`config.mk`:
```
export PLATFORM = sky130hd
export DESIGN_NAME = aes_round_ctrl
export DESIGN_NICKNAME = d
export VERILOG_FILES = /design/src/rtl/aes_round_ctrl.sv
export SDC_FILE = /design/constraint.sdc
export NUM_CORES = 1
export LEC_CHECK = 0
export CAP_MARGIN = 0
export CORE_AREA = 4 4 352 354
export CTS_CLUSTER_DIAMETER = 200
export CTS_CLUSTER_SIZE = 8
export DETAILED_ROUTE_END_ITERATION = 8
export DIE_AREA = 0 0 356 358
export GPL_TIMING_DRIVEN = 0
export PLACE_DENSITY_LB_ADDON = 0.1
export SLEW_MARGIN = 20
export SYNTH_ARGS = -nofsm -noshare
export SYNTH_HDL_FRONTEND = slang
export SYNTH_SLANG_ARGS = --single-unit
```
`constraint.sdc`:
```
create_clock -name CLK -period 14.7 [get_ports CLK]
set_clock_uncertainty 0.15 [all_clocks]
set_input_delay 3.675 -clock CLK [delete_from_list [all_inputs] [get_ports CLK]]
set_output_delay 3.675 -clock CLK [all_outputs]
set_load 0.005 [all_outputs]
```
`src/rtl/aes_round_ctrl.sv`:
```
// -----------------------------------------------------------------------------
// aes_round_ctrl
//
// Iterative AES-128 encryption sequencer. One external round datapath and one
// external key expander are shared across all ten rounds. A plaintext/key pair
// is accepted on a valid/ready handshake. The initial AddRoundKey is applied on
// acceptance. Rounds 1-9 then run as full rounds. Round 10 runs as the final
// round without MixColumns. The ciphertext is held until the sink takes it.
//
// Parameter
//   RND_LAT     cycles the round datapath needs from stable rd_state/rd_key to a
//               valid rd_result (1..15)
//
// Ports
//   CLK         clock, rising edge
//   RST         asynchronous, active-high reset
//   in_valid    plaintext/key offered
//   in_ready    idle and able to accept
//   data_in     plaintext
//   key_in      cipher key
//   out_valid   ciphertext available
//   out_ready   sink accepts ciphertext
//   data_out    ciphertext (the state register)
//   rd_state    state presented to the round datapath
//   rd_final    1 = final round (no MixColumns)
//   rd_idx      current round 1..10, 0 when not running
//   rd_rcon     round constant for rd_idx, to the key expander
//   cipher_key  latched cipher key, to the key expander
//   rd_key      round key from the key expander (consumed by the datapath)
//   rd_result   round datapath output
//   abort       only when AES_CTRL_ABORT_EN is defined
//
// Build option
//   AES_CTRL_ABORT_EN  adds the abort input. A high abort in RUN or DONE
//                      returns the block to IDLE on the next edge.
// -----------------------------------------------------------------------------
module aes_round_ctrl #(
   parameter int RND_LAT = 3
) (
   input  logic         CLK,
   input  logic         RST,
   input  logic         in_valid,
   output logic         in_ready,
   input  logic [127:0] data_in,
   input  logic [127:0] key_in,
   output logic         out_valid,
   input  logic         out_ready,
   output logic [127:0] data_out,
   output logic [127:0] rd_state,
   output logic         rd_final,
   output logic [3:0]   rd_idx,
   output logic [7:0]   rd_rcon,
   output logic [127:0] cipher_key,
   input  logic [127:0] rd_key,
`ifdef AES_CTRL_ABORT_EN
   input  logic [127:0] rd_result,
   input  logic         abort
`else
   input  logic [127:0] rd_result
`endif
);

   typedef enum logic [1:0] {
      S_IDLE = 2'd0,
      S_RUN  = 2'd1,
      S_DONE = 2'd2
   } state_t;

   // Last wait-counter value of a round window; rd_result is captured on the
   // edge that ends the window.
   localparam logic [3:0] WCNT_LAST = 4'(RND_LAT - 1);

   state_t       r_state;
   state_t       w_state_next;
   logic [127:0] r_data;
   logic [127:0] w_data_next;
   logic [127:0] r_key;
   logic [127:0] w_key_next;
   logic [3:0]   r_rnd;
   logic [3:0]   w_rnd_next;
   logic [7:0]   r_rcon;
   logic [7:0]   w_rcon_next;
   logic [3:0]   r_wcnt;
   logic [3:0]   w_wcnt_next;

   logic         w_run;
   logic         w_round_end;
   logic [7:0]   w_rcon_xtime;

   // The round key goes straight from the expander to the datapath. The
   // controller never inspects it.
   logic         w_unused_rd_key;
   assign w_unused_rd_key = ^rd_key;

   assign w_run        = (r_state == S_RUN);
   assign w_round_end  = (r_wcnt == WCNT_LAST);
   // GF(2^8) doubling. This produces the next round constant.
   assign w_rcon_xtime = {r_rcon[6:0], 1'b0} ^ (r_rcon[7] ? 8'h1B : 8'h00);

   always_ff @(posedge CLK or posedge RST) begin
      if (RST) begin
         r_state <= S_IDLE;
         r_data  <= '0;
         r_key   <= '0;
         r_rnd   <= '0;
         r_rcon  <= '0;
         r_wcnt  <= '0;
      end else begin
         r_state <= w_state_next;
         r_data  <= w_data_next;
         r_key   <= w_key_next;
         r_rnd   <= w_rnd_next;
         r_rcon  <= w_rcon_next;
         r_wcnt  <= w_wcnt_next;
      end
   end

   always_comb begin
      w_state_next = r_state;
      w_data_next  = r_data;
      w_key_next   = r_key;
      w_rnd_next   = r_rnd;
      w_rcon_next  = r_rcon;
      w_wcnt_next  = r_wcnt;

      case (r_state)
         S_IDLE: begin
            if (in_valid && in_ready) begin
               w_data_next  = data_in ^ key_in;
               w_key_next   = key_in;
               w_rnd_next   = 4'd1;
               w_rcon_next  = 8'h01;
               w_wcnt_next  = 4'd0;
               w_state_next = S_RUN;
            end
         end
         S_RUN: begin
            w_wcnt_next = r_wcnt + 4'd1;
            if (w_round_end) begin
               w_data_next = rd_result;
               w_wcnt_next = 4'd0;
               if (r_rnd == 4'd10) begin
                  // Return the round bookkeeping to its idle values.
                  w_rnd_next   = 4'd0;
                  w_rcon_next  = 8'h00;
                  w_state_next = S_DONE;
               end else begin
                  w_rnd_next  = r_rnd + 4'd1;
                  w_rcon_next = w_rcon_xtime;
               end
            end
         end
         S_DONE: begin
            if (out_ready) begin
               w_state_next = S_IDLE;
            end
         end
         default: begin
            w_state_next = S_IDLE;
         end
      endcase

`ifdef AES_CTRL_ABORT_EN
      // Abort overrides the round capture. A block in flight is discarded.
      if (abort && (r_state != S_IDLE)) begin
         w_state_next = S_IDLE;
         w_data_next  = r_data;
         w_key_next   = r_key;
         w_rnd_next   = 4'd0;
         w_rcon_next  = 8'h00;
         w_wcnt_next  = 4'd0;
      end
`endif
   end

   assign in_ready   = (r_state == S_IDLE) & ~RST;
   assign out_valid  = (r_state == S_DONE);
   assign data_out   = r_data;
   assign rd_state   = r_data;
   assign cipher_key = r_key;
   assign rd_idx     = w_run ? r_rnd  : 4'd0;
   assign rd_rcon    = w_run ? r_rcon : 8'h00;
   assign rd_final   = w_run & (r_rnd == 4'd10);

endmodule

```
Yosys cells after proc, flatten, opt, wreduce, memory -nomap -nowiden

Cells that the tools add are included.

Memories: 0
Output and inout bits: 399
Register bits: 274
Bits in latches: 0
Memory bits (read-only): 0
Bits in writable memories: 0

$mul: 0
Bitwise logic cells: 5
Add/sub/neg operators: 2
Multiplexer cells: 22
Reduce and logical (&&, ||, !) cells: 7
Divide/modulo/power cells: 0
Equality and inequality tests: 8
Order comparisons: 0
Shift-type cells: 0

Operator list:

| cell                | number |
|---|---|
| $mux 128            | 2 |
| $pmux 128 s2        | 1 |
| $xor 128x128->128   | 1 |
| $mux 8              | 4 |
| $mux 4              | 6 |
| $pmux 4 s2          | 2 |
| $pmux 8 s2          | 1 |
| $add 4x1->4 const B | 2 |
| $mux 2              | 4 |
| $xor 8x5->8         | 1 |
| $ne 2x1->1 const B  | 3 |
| $pmux 2 s3          | 1 |
| $mux 5              | 1 |
| $eq 4x2->1 const B  | 1 |
| $eq 4x4->1 const B  | 1 |
| $reduce_and 2->1    | 2 |
| $reduce_and 4->1    | 1 |
| $reduce_and 3->1    | 1 |
| $and 1x1->1         | 2 |
| $eq 2x1->1 const B  | 1 |
| $eq 2x2->1 const B  | 1 |
| $logic_not 2->1     | 1 |
| $ne 2x2->1 const B  | 1 |
| $reduce_bool 2->1   | 1 |
| 2 further kinds     | 2 |

Depth between registers and ports, before layout

Depth after elaboration: 5
Depth in mapped cells: 7
Gate-level depth less buffers: 5

Worst setup path after synthesis

Ideal clock, no wire load.

Kind: input to output
Start point: input port RST
End point: output port in_ready
Stages: 1
Arrival: 3835 ps
Buffers on the path: 0
Slack: 7040 ps
Required time: 10875 ps
Cells stage by stage: nor3_1

Word-level cells in the longest chain between the ends: 2

Ends and longest elaborated chain:

| what            | line | text |
|---|---|---|
| start, declared | 41   | `input logic RST,` |
| $not 1->1       | 176  | `assign in_ready = (r_state == S_IDLE) & ~RST;` |
| $and 1x1->1     | 176  |  |
| end, declared   | 43   | `output logic in_ready,` |

No other way between the ends.

Worst setup path in the final report

Ends and elaborated chain as after synthesis.

==> impl_metrics.ini <==
[outcome]
status = complete, no violations

[clock_tree]
cts_tree = built
cts.sinks = 274
cts-resized-gates = 0
cts_setup_buffers = 0
clk_pin_slew_ns = 0.05
cts_root_buf = clkbuf_16
clockBufferDepth = 3
cts_buffers = 40
cts_hold_buffers = 0
htreeDepth = 2
clock_latency_ns = 0.58

[synth]
yosys_warnings = 0
syn_avg_cell_area_sq_um = 9.924
syn_nets = 1857
synth_area_sq_um = 13270
ys_ff_latch = 274
synth.distinct_cells = 36
ys_seq_area_share_pct = 51.67
synth_cells = 1337

[sta]
setup_viol = 0
fmax_ghz = 0.1111
hold_ws_ns = 0.3209
finalCriticalPeriod_ns = 8.997
slew_viol_final = 0
setup-tns-final_ns = 0
finalCritPeriodShare_pct = 61.21
setup_slack_ns = 5.703
tightestPinTransition_ns = 1.089
slew_headroom_pct = 27.40
rsz0062_at_grt = false
hold_violations = 0

[global_routing]
antenna_found_initial = 20
grt_pass1_vias = 14170
grt_max_degree = 88
overflow = 0
grt.total_usage_pct = 12.49
grt_pass1_wl_um = 112900

[setup_path]
crit_path_max_fanout = 4
cp.arrival_ns = 5.17
critPathCaptureType = output pin
reg2reg_depth = 7
required_ns = 10.88
crit-reg2reg-launch = r_wcnt[0]
r2r_slack_ns = 11.57
critPathLaunchType = input pin
r2r-end = data_out[3]
worstSetupPathType = input pin to output pin

[die]
core_sq_um = 121100
die_x_um = 356
start_util_pct = 10.96
ios = 915
dieArea_sq_um = 127400
fp-row-count = 128
die_y_um = 358

[worst_hold_path]
hold_start = cipher_key[41]
min_to = cipher_key[41]
hold_path_class = flop to flop
holdPathStages = 2

[power_and_ir_drop]
power_density_nw_per_um2 = 197.3
p_leak_nw = 9.679
vdd.ir_drop.worst_mv = 0.06004

[finish]
final_cell_area_sq_um = 24330
fin_cells = 3802
nets = 2688
area_delta_synth_final_pct = 83.39
final_common_cell = clkdlybuf4s50_1
drive_above_1_share_pct = 15.48
layout_common_cells = 786 x clkdlybuf4s50_1, 518 x nand2_1, 274 x dfrtp_1

[placed_design]
place_area_sq_um = 23260
gp_congestion = 0.7660
dp_hpwl_um = 65990
placed_cells = 3751
port_buffers = 786
dp_slack_ns = 5.601

[detailed_routing]
routedWlPerCell_um = 21.79
first_pass_iters = 4
routed_via_density = 3.355
initialDrtViolationCount = 449
vias = 12760
drc = 0
routed_wl_um = 82840
drtAntennaViolNets = 0

[flow_run]
maxCapViolCount = 0
## final cells by class
cell class / instances / area [sq um]
fillers: 13440 / 96740
repair buffers: 789 / 7950
flip-flops and latches: 274 / 6857
multi-input cells: 847 / 5016
well taps: 1625 / 2033
plain buffers: 208 / 1371
clock buffers: 41 / 1026
inverters: 8 / 37.54
clock inverters: 3 / 26.28
diodes: 7 / 17.52
## synthesized netlist by cell type (all sizes together)
| master | instances | area share [%] |
|---|---|---|
| nand2 | 518 | 15 |
| dfrtp | 274 | 52 |
| buf | 170 | 9.2 |
| xnor2 | 131 | 8.6 |
| o221a | 128 | 11 |
| clkbuf | 38 | 1.1 |
| nand3 | 9 | 0.34 |
| and2 | 8 | 0.38 |
| inv | 8 | 0.23 |
| o21ai | 8 | 0.33 |
| o211ai | 7 | 0.40 |
| o31ai | 6 | 0.34 |
| nor2 | 5 | 0.14 |
| ha | 4 | 0.38 |
| o2111ai | 3 | 0.20 |
| nand2b | 2 | 0.094 |
| nand4 | 2 | 0.094 |
| nor2b | 2 | 0.094 |
| o2bb2ai | 2 | 0.13 |
| a211oi | 1 | 0.057 |
| a21oi | 1 | 0.038 |
| mux2i | 1 | 0.075 |
| nand3b | 1 | 0.057 |
| nor3 | 1 | 0.038 |
| nor3b | 1 | 0.094 |
| nor4b | 1 | 0.066 |
| o22ai | 1 | 0.047 |
| o32ai | 1 | 0.066 |
| or3 | 1 | 0.047 |
| or3b | 1 | 0.066 |
| or4b | 1 | 0.075 |
## layer usage
| layer | track usage, % | share of wire [%] | up-vias |
|---|---|---|---|
| li1 | - | - | 6005 |
| met1 | 14.05 | 39 | 6140 |
| met2 | 21.77 | 49 | 501 |
| met3 | 5.523 | 9.7 | 90 |
| met4 | 2.788 | 1.9 | 20 |
| met5 | 0 | 0.18 | - |
## sequential cells by signal, indices dropped and copies added, names as in the netlist
name	cells
cipher_key	128
data_out	128
r_rcon	8
r_rnd	4
r_wcnt	4
r_state	2
## power breakdown
| part | switching (W) | internal (W) |
|---|---|---|
| sequential | 0.000304 | 0.00112 |
| clock | 0.000381 | 0.000491 |
| combinational | 0.000961 | 0.00155 |
## stage by stage
| step | utilization, % | power, W |
|---|---|---|
| after global placement | 19.14 | 0.004028 |
| final | 20.10 | 0.004801 |
| after global routing | 20.09 | 0.005154 |
| after floorplan | - | 0.002314 |
| after CTS | 20.08 | 0.004957 |
| after detailed placement | 19.22 | 0.004029 |
## cells by family (layout without fill, tap and decap cells)
kind of cell / count (synthesis) / in the layout / synth area share (%)
AOI/OAI and AO/OA: 158 / 158 / 12.47
xor gates and xnor gates: 131 / 131 / 8.647
adders and majority gates: 4 / 4 / 0.3772
buffers and inverters: 216 / 1049 / 10.52
DFF: 274 / 274 / 51.67
muxes: 1 / 1 / 0.07544
other: 0 / 7 / 0
and+or+nand+nor: 553 / 553 / 16.24
## worst max-delay path by stage
stage	slack (ns)	to	from
3_3_place_gp	-2.59	data_out[3]	RST
6_report	5.70	in_ready	RST
2_1_floorplan	3.32	cipher_key[0]	RST
5_1_grt	5.57	in_ready	RST
4_1_cts	5.59	in_ready	RST
3_5_place_dp	5.60	in_ready	RST
## critical path, cell delays in order
cell and delay, ns:
clkdlybuf4s50_1 0.55, nor3_1 0.30, clkdlybuf4s50_1 0.65
Note: power is estimated with default switching activity, not from simulation.
==> variant 1 (same settings) <==
The option `AES_CTRL_ABORT_EN` is turned on by a define.
--- a/src/rtl/aes_round_ctrl.sv
+++ b/src/rtl/aes_round_ctrl.sv
@@ -34,6 +34,8 @@
 //   AES_CTRL_ABORT_EN  adds the abort input. A high abort in RUN or DONE
 //                      returns the block to IDLE on the next edge.
 // -----------------------------------------------------------------------------
+`define AES_CTRL_ABORT_EN
+
 module aes_round_ctrl #(
    parameter int RND_LAT = 3
 ) (
Ports: changed (added abort); port bits go from 915 to 916. The function was not compared with the original's and may differ.
==> variant 1 against the unedited design <==
Setup slack better by 0.088 ns. Utilization up 0.29 points. Count of clock-buffer cells in the layout unchanged. Die area unchanged. Critical path type unchanged. Final area up 1.4%. Routed wire length up 2.3%. First-iteration DRC count down 15%. Sequential cell count unchanged. Synthesized area up 1.9%. Total power down 0.42%. Critical path depth unchanged. Highest routed layer unchanged. Hold slack better by 0.028 ns.
==> variant 1: results (changes against the unedited design) <==
metric	value	unit	change
status	completed		
synth_top_area_share	50.7	%	-0.96 points
io_buffers	787		+0.13%
grt_usage	12.8	%	+0.28 points
p_leak	9.71	nW	+0.32%
met3_length	8000	um	about the same
cp.arrival	5.08	ns	-0.09 ns
met3_usage	5.10	%	-0.43 points
crit_path_max_incr_delay	0.62	ns	-0.03 ns
met2_length	41800	um	+2.2%
p_sw	0.00173	W	+5.0%
switching_share	36.2	%	+1.9 points
ys_top_cells_by_count	274 x dfrtp_1, 144 x nand2_1, 135 x o21ai_0, 134 x nor2_1, 133 x buf_4		
synth_fa_ha_area_share	0.370	%	-0.0070 points
place_hpwl	68300	um	+3.5%
relSlewSlack	43.9	%	+17 points
grt_first_pass_wirelength	115000	um	+1.5%
vias_per_cell	3.37		+0.39%
wirelength	84800	um	+2.3%
synth-compound-area-share	10.7	%	-1.8 points
wl_met1	33100	um	+2.7%
use_met2	22.0	%	+0.28 points
drive_gt1_share	16.0	%	+0.51 points
layout.nets	2695		+0.26%
syn_avg_cell_area	10.1	um2	+1.7%
comb-power	0.00250	W	about the same
synth.area.top_cells	dfrtp_1 51%, mux2_2 11%, xnor2_1 8.5%		
dp.cells	3757		+0.16%
drtIter0Drc	383		-15%
grt_max_degree	75		-15%
dpl_cell_area	23600	um2	+1.5%
[variant 1: path summary, 6_finish.rpt]
check	start	to	slack, ns	cells past startpoint
max	RST	in_ready	5.79	3
min	cipher_key[15]	cipher_key[15]	0.35	1
max reg2reg	r_state[0]	data_out[32]	11.05	9
min reg2reg	cipher_key[15]	cipher_key[15]	0.35	1
max in group asynchronous	RST	cipher_key[15]	9.46	4
min in group asynchronous	RST	cipher_key[1]	3.61	2
[variant 1: area by class of cell]
cell class	count	area, um2
Timing Repair Buffer	793	8040
Tap cell	1625	2030
Antenna cell	11	27.5
Inverter	5	26.3
Fill cell	13500	96400
Buffer	204	1300
Sequential cell	274	6860
Clock buffer	41	1030
Clock inverter	3	26.3
Multi-Input combinational cell	856	5350
[variant 1: stage by stage]
step / util, % / worst slack [ns]
floorplan: - / 3.32
CTS: 20.4 / 5.75
global route: 20.4 / 5.71
detailed placement: 19.5 / 5.75
finish: 20.4 / 5.79
global placement: 19.4 / -2.89
==> variant 2 (same settings) <==
Made on the original files. The 3 states of `state_t` get a one-hot encoding in 3 bits.
--- a/src/rtl/aes_round_ctrl.sv
+++ b/src/rtl/aes_round_ctrl.sv
@@ -60,10 +60,10 @@
 `endif
 );
 
-   typedef enum logic [1:0] {
-      S_IDLE = 2'd0,
-      S_RUN  = 2'd1,
-      S_DONE = 2'd2
+   typedef enum logic [2:0] {
+      S_IDLE = 3'b001,
+      S_RUN  = 3'b010,
+      S_DONE = 3'b100
    } state_t;
 
    // Last wait-counter value of a round window; rd_result is captured on the
Check against the original RTL: no difference found for any inputs over 4 cycles, from zero or initial values and one cycle with RST high; so few cycles prove little.
==> variant 2 against the unedited design <==
Fmax fell by 4.6%. Setup slack got worse by 0.44 ns. Utilization rose by 0.56 points. Sequential cell count rose by 1. Clock power rose by 2%. Routed wire length fell by 4.6%. Synthesized cell count fell by 9.5%. Final area rose by 2.8%. Synthesized area rose by 4.6%. Sequential share of layout area fell by 0.66 points. Total power fell by 30%.
==> variant 2: results (changes against the unedited design) <==
metric	value	unit	change
status	completed		
place_ws	5.22	ns	-0.379 ns
area_growth	80.1	%	
drtIter0Drc	469		+4.5%
synth_fa_ha_area_share	0.360	%	-0.017 points
comb-power	0.00135	W	-46%
syn_inst	1210		-9.5%
grt_first_pass_wirelength	108000	um	-4.1%
place_congestion	0.754		-1.6%
synth-seq-area-share	49.6	%	-2.1 points
layout.nets	2562		-4.7%
synth-xor-area-share	8.26	%	-0.38 points
stdcell_count	3688		-3.0%
antenna_found_initial	33		+65%
grt_pass1_vias	14000		-0.85%
use_met2	20.7	%	-1.1 points
whs	0.351	ns	+0.0299 ns
cp.arrival	5.61	ns	+0.44 ns
syn_nets	1730		-6.8%
grt_usage	11.9	%	-0.60 points
wirelength	79000	um	-4.6%
grt_max_degree	83		-5.7%
nFillCells	13300		-0.84%
ys_top_cells_by_count	274 x dfrtp_1, 136 x mux2_2, 134 x inv_1, 132 x nor3_1, 131 x xnor2_1		
min_to	cipher_key[8]		
met3_length	7210	um	-10%
seq-power	0.00112	W	-21%
place_hpwl	62800	um	-4.8%
muxShareOfSynthArea	11.0	%	+11 points
variant 2: cell count changes in the layout (fill, tap and decap cells not counted), sizes merged, moves of 7 or more:
cell / change
mux2: +136
buf: -12
o21ai: -7
o221a: -128
nor3: +131
inv: +126
a221oi: +128
nand2: -514
clkbuf: +17
variant 2: area by class of cell:
cell class | instances | area share, %
timing repair buffer | 790 | 31.9
sequential | 275 | 27.5
multi-input combinational | 595 | 20.7
tap | 1625 | 8.13
buffer | 205 | 5.29
clock buffer | 48 | 4.21
inverter | 135 | 2.06
antenna | 12 | 0.120
clock inverter | 3 | 0.100
variant 2: through the flow:
| step | setup TNS [ns] | power (W) |
|---|---|---|
| 4_1_cts | 0 | 0.00347 |
| 2_1_floorplan | 0 | 0.00157 |
| 3_3_place_gp | -820.07 | 0.00252 |
| 3_5_place_dp | 0 | 0.00253 |
| 5_1_grt | 0 | 0.00358 |
| 6_report | 0 | 0.00336 |
